==> src/rtl/mem_page_reader.sv <==
// Read side of the BX-paged input memory: each BX start opens the page written in the
// previous BX and streams its entries out. Optional MEM_READER_STATS_EN adds trunc_count.
module mem_page_reader #(
  parameter int unsigned DATA_WIDTH  = 18,
  parameter int unsigned ADDR_WIDTH  = 6,
  parameter int unsigned MEM_LATENCY = 2,
  parameter int unsigned TMUX        = 6
) (
  input  logic                  clk,
  input  logic                  reset,
  input  logic [1:0]            start,
  output logic [1:0]            done,
  input  logic [5:0]            number_in,
  output logic [ADDR_WIDTH-1:0] read_add,
  input  logic [DATA_WIDTH-1:0] data_in,
  output logic [DATA_WIDTH-1:0] data_out,
  output logic                  valid_out,
  output logic [2:0]            bx_out,
  output logic                  truncated
`ifdef MEM_READER_STATS_EN
  ,
  output logic [15:0]           trunc_count
`endif
);

  localparam int unsigned IdxW = ADDR_WIDTH - 1;
  localparam int unsigned MaxN = 1 << IdxW;

  typedef enum logic [0:0] {StIdle, StRead} state_e;

  state_e                state_q, state_d;
  logic [2:0]            bx_q, bx_d;
  logic [ADDR_WIDTH-1:0] n_q, n_d, n_clamp;
  logic [IdxW-1:0]       idx_q, idx_d;
  logic [ADDR_WIDTH-1:0] read_add_q, read_add_d;
  logic                  iss_q, iss_d;
  logic [2:0]            iss_bx_q, iss_bx_d;
  logic                  trunc_q, trunc_d;
  logic                  last_issue;
  logic                  clear;

  // start[1] acts as a pipeline reset on everything except the done line and statistics.
  assign clear = reset | start[1];

  assign n_clamp    = (32'(number_in) > MaxN) ? ADDR_WIDTH'(MaxN) : ADDR_WIDTH'(number_in);
  assign last_issue = ({1'b0, idx_q} == n_q - ADDR_WIDTH'(1));

  always_comb begin
    state_d    = state_q;
    bx_d       = bx_q;
    n_d        = n_q;
    idx_d      = idx_q;
    read_add_d = read_add_q;
    iss_d      = 1'b0;
    iss_bx_d   = iss_bx_q;
    trunc_d    = 1'b0;

    if (start[0]) begin
      // A new BX takes priority over any issue still pending from the old one.
      bx_d    = bx_q + 3'd1;
      n_d     = n_clamp;
      idx_d   = '0;
      state_d = (n_clamp == '0) ? StIdle : StRead;
      trunc_d = (state_q == StRead);
    end else if (state_q == StRead) begin
      read_add_d = {bx_q[0], idx_q};
      iss_d      = 1'b1;
      iss_bx_d   = bx_q;
      idx_d      = idx_q + 1'b1;
      if (last_issue) begin
        state_d = StIdle;
      end
    end
  end

  always_ff @(posedge clk) begin
    if (clear) begin
      state_q    <= StIdle;
      bx_q       <= 3'b111;
      n_q        <= '0;
      idx_q      <= '0;
      read_add_q <= '0;
      iss_q      <= 1'b0;
      iss_bx_q   <= '0;
      trunc_q    <= 1'b0;
    end else begin
      state_q    <= state_d;
      bx_q       <= bx_d;
      n_q        <= n_d;
      idx_q      <= idx_d;
      read_add_q <= read_add_d;
      iss_q      <= iss_d;
      iss_bx_q   <= iss_bx_d;
      trunc_q    <= trunc_d;
    end
  end

  // Issue flag and BX tag travel alongside the memory read latency.
  logic [MEM_LATENCY-1:0] iss_pipe_q;
  logic [2:0]             bx_pipe_q [MEM_LATENCY];

  always_ff @(posedge clk) begin
    if (clear) begin
      iss_pipe_q <= '0;
      for (int i = 0; i < MEM_LATENCY; i++) begin
        bx_pipe_q[i] <= '0;
      end
    end else begin
      iss_pipe_q[0] <= iss_q;
      bx_pipe_q[0]  <= iss_bx_q;
      for (int i = 1; i < MEM_LATENCY; i++) begin
        iss_pipe_q[i] <= iss_pipe_q[i-1];
        bx_pipe_q[i]  <= bx_pipe_q[i-1];
      end
    end
  end

  logic [DATA_WIDTH-1:0] data_q;
  logic                  valid_q;
  logic [2:0]            bx_out_q;

  always_ff @(posedge clk) begin
    if (clear) begin
      data_q   <= '0;
      valid_q  <= 1'b0;
      bx_out_q <= '0;
    end else begin
      valid_q <= iss_pipe_q[MEM_LATENCY-1];
      if (iss_pipe_q[MEM_LATENCY-1]) begin
        data_q   <= data_in;
        bx_out_q <= bx_pipe_q[MEM_LATENCY-1];
      end
    end
  end

  logic [1:0] done_q [TMUX];

  // A pipeline reset flushes the done line but still propagates itself downstream.
  always_ff @(posedge clk) begin
    if (reset) begin
      for (int i = 0; i < TMUX; i++) begin
        done_q[i] <= '0;
      end
    end else if (start[1]) begin
      done_q[0] <= start;
      for (int i = 1; i < TMUX; i++) begin
        done_q[i] <= '0;
      end
    end else begin
      done_q[0] <= start;
      for (int i = 1; i < TMUX; i++) begin
        done_q[i] <= done_q[i-1];
      end
    end
  end

`ifdef MEM_READER_STATS_EN
  logic [ADDR_WIDTH-1:0] drop;
  logic [16:0]           cnt_sum;
  logic [15:0]           cnt_q;

  assign drop    = n_q - {1'b0, idx_q};
  assign cnt_sum = {1'b0, cnt_q} + 17'(drop);

  always_ff @(posedge clk) begin
    if (reset) begin
      cnt_q <= '0;
    end else if (trunc_d && !start[1]) begin
      cnt_q <= cnt_sum[16] ? 16'hffff : cnt_sum[15:0];
    end
  end

  assign trunc_count = cnt_q;
`endif

  assign read_add  = read_add_q;
  assign data_out  = data_q;
  assign valid_out = valid_q;
  assign bx_out    = bx_out_q;
  assign truncated = trunc_q;
  assign done      = done_q[TMUX-1];

endmodule

==> config.mk <==
export PLATFORM = sky130hd
export DESIGN_NAME = mem_page_reader
export DESIGN_NICKNAME = d
export VERILOG_FILES = /design/src/rtl/mem_page_reader.sv
export SDC_FILE = /design/constraint.sdc
export NUM_CORES = 1
export LEC_CHECK = 0
export ABC_CLOCK_PERIOD_IN_PS = 1700
export CORE_ASPECT_RATIO = 1.5
export CORE_MARGIN = 2
export CORE_UTILIZATION = 49
export DETAILED_ROUTE_END_ITERATION = 8
export PLACE_DENSITY_LB_ADDON = 0.12
export SYNTH_ARGS = -nofsm -noshare
export SYNTH_HDL_FRONTEND = slang
export SYNTH_SLANG_ARGS = --single-unit
==> constraint.sdc <==
create_clock -name clk -period 1.7 [get_ports clk]
set_input_delay 0.17 -clock clk [delete_from_list [all_inputs] [get_ports clk]]
set_output_delay 0.17 -clock clk [all_outputs]
set_load 0.05 [all_outputs]
==> results.md <==
* EDFF count, synth at 12
* Post-Route Utilization at 69.98%
* Total routed wirelength at 4992 um
* CTS root buf: clkbuf_8
* Layout Nets at 350
* Drt initial violations at 39
* Yosys warns at 0
* Hold Crit Class: register to register
* Port Buffers at 58
* Sink Count at 67
* Post-synth top cells: dfxtp_1 (55), nor2_1 (32), mux2i_1 (24)
* Die Wd at 63 um
* Leak at 0.001386 uW
* FP Rows at 32
* CTS tree: done
* First-pass iteration count of the detailed router at 4
* Share of layout cells above drive strength 1 at 9.877%
* Final std cells w/o fill at 392
* Post-Synthesis Cells at 245
* WHS at 0.4287 ns
* Ordered list of cells on the worst path: clkdlybuf4s50_1
* Worst EP arrival at 1.47 ns
* Register area share after synthesis at 57.11%
* Clock-pin slew on the worst setup and hold paths at 0.07 ns
* Initial antenna violation count at 0
* Max Slew Vio Count at 0
* First-pass GRT wire length at 8390 um
* DRC viols at 0
* Total grt overflow at 0
* Layout Area Growth over Synthesis at 39.07%
* Setup violations, final at 0
* H-Tree Level Count at 3
* Synth top area share at 43.03%
* P per Cell Area at 988.5 nW/um^2
* Synth Cell Area at 2559 sq um
* Vias per inst at 4.776
* Synth area leaders: dfxtp_1 (43%), edfxtp_1 (14%), mux2i_1 (9.4%)
* CTS Buffer Depth at 2
* Ys async rst share at 0%
* Final Instance Area at 3558 sq um
* DIE AREA at 5828 sq um
* Family with the most delay on the worst path: buffers and inverters
* Critical path fanouts, max at 2
* Placed cells at 376
* Worst-Margin Slew at 0.5236 ns
* Syn_area_per_cell at 10.44 sq um
* Crit start category: register
* Total GRT Usage at 19.05%
* Final ANT Viol Nets at 0
* # IOs at 59
* DP Area at 3281 sq um
* Count leader, synth: dfxtp_1
* Synth Flop Type: dfxtp_1
* Crit Path Category: register to primary output
* Vias post-DR at 1,872
* Fin crit share at 96.58%
* CP bufs+invs at 1
* Number of buffers created by CTS at 9
* Diodes inserted at 0
* Clock skew at 0.005683 ns
* Critical Path RT at 1.53 ns
* Register Area at 1461 sq um
* Tmin final at 1.642 ns
* Headroom to the max-slew limit at 65.04%
* Vias in the first global route at 1,881
* Fillers at 410
* Clk Latency, worst-skew pair at 0.33 ns
* Chip height at 92.50 um
* Starting Density at 50.32%
* Routability cong. at 0.7871
* Yosys cell types at 38
* Synthesized flop and latch total at 67
* Area leader, netlist: dfxtp_1
* Crit path largest cell delay at 0.80 ns
* Core area at 5085 sq um
* Final Hold Fails at 0
* Unrepaired setup endpoints after global routing: no
* Hpwl dp at 3604 um
* Status: finished clean
* Multi-input logic area at 1049 sq um
* Worst IR Drop VDD at 0.8750 mV
* Avg WL per Cell at 12.73 um
* FMAX at 609.1 MHz
* CP max-delay cell: clkdlybuf4s50_1
* CP Capture Type: primary output
* Number of max-cap violations at 0
* Largest net degree at the start of global routing at 22
## layer usage
metal	routed length [um]	track usage [%]
met1	1980	19.01
met4	116	10.56
met3	240	5.954
met5	0	0
met2	2654	34.49
## final timing paths
path,start,end,slack (ns),cells after the start
setup / recovery,data_out[0],data_out[0],0.06,1
hold / removal,iss_pipe_q[0],iss_pipe_q[1],0.43,1
setup reg to reg,n_q[0],state_q,0.21,6
hold reg to reg,iss_pipe_q[0],iss_pipe_q[1],0.43,1
## layout make-up
| type | count | area share, % |
|---|---|---|
| Multi-Input combinational cell | 169 | 29.47 |
| Clock buffer | 14 | 5.767 |
| Clock inverter | 2 | 1.688 |
| Tap cell | 68 | 2.391 |
| Sequential cell | 67 | 41.07 |
| Inverter | 2 | 0.2110 |
| Timing Repair Buffer | 70 | 19.41 |
## worst register-to-register path, stage by stage (launching register included)
cell and delay, ns:
dfxtp_1 0.36, inv_1 0.07, ha_1 0.23, nor2b_1 0.13, or3_1 0.33, a31oi_1 0.17, o31ai_1 0.09
## stage by stage
stage | total power [uW] | setup TNS (ns) | setup WS [ns]
final | 3517 | 0 | 0.05822
after global routing | 3647 | 0 | 0.001954
after CTS | 3555 | 0 | 0.01256
after detailed placement | 1893 | -0.08649 | -0.08649
after global placement | 1888 | -0.07468 | -0.07468
after floorplan | 1786 | 0 | 0.2773
## where the power goes
part           internal (uW)  switching, uW
combinational            110           90.7
sequential              1640           12.7
clock                   1090            575
## layout by cell type, fill, tap and decap left out, types with 3 or more instances in the layout
cell,count
dfxtp_1,55
clkdlybuf4s50_1,51
nor2_1,32
mux2i_1,24
nand2_1,20
and2_1,19
buf_4,13
a21oi_1,12
edfxtp_1,12
conb_1,12
clkbuf_8,11
nor2b_1,5
xor2_1,5
dlymetal6s2s_1,5
nand2b_1,4
xnor2_1,3
nand4_1,3
nand3b_1,3
ha_1,3
## cell families after synthesis
group | synth area share [%]
other | 0.1466
flip-flops | 57.12
multiplexers | 9.389
XOR/XNOR | 2.738
AND/OR/NAND/NOR | 19.80
AO/OA/AOI/OAI | 5.820
adder cells (fa/ha/maj) | 1.467
buffers and inverters | 3.521
## state kept, by name, indices dropped and copies added (netlist names), 2 cells and up
| signal | cells |
|---|---|
| n_q | 6 |
| bx_out | 3 |
| iss_bx_q | 3 |
| done_q | 12 |
| read_add | 5 |
| bx_pipe_q | 6 |
| bx_q | 3 |
| data_out | 18 |
| idx_q | 5 |
| iss_pipe_q | 2 |
## timing repair
item / CTS / global route
setup endpoints to repair: 0 / 5
endpoints found under the hold margin: 0 / 0
resized for setup: 0 / 5
buffers inserted: 0 / 0
hold buffers: 0 / 0
Note: power is estimated with default switching activity, not from simulation.
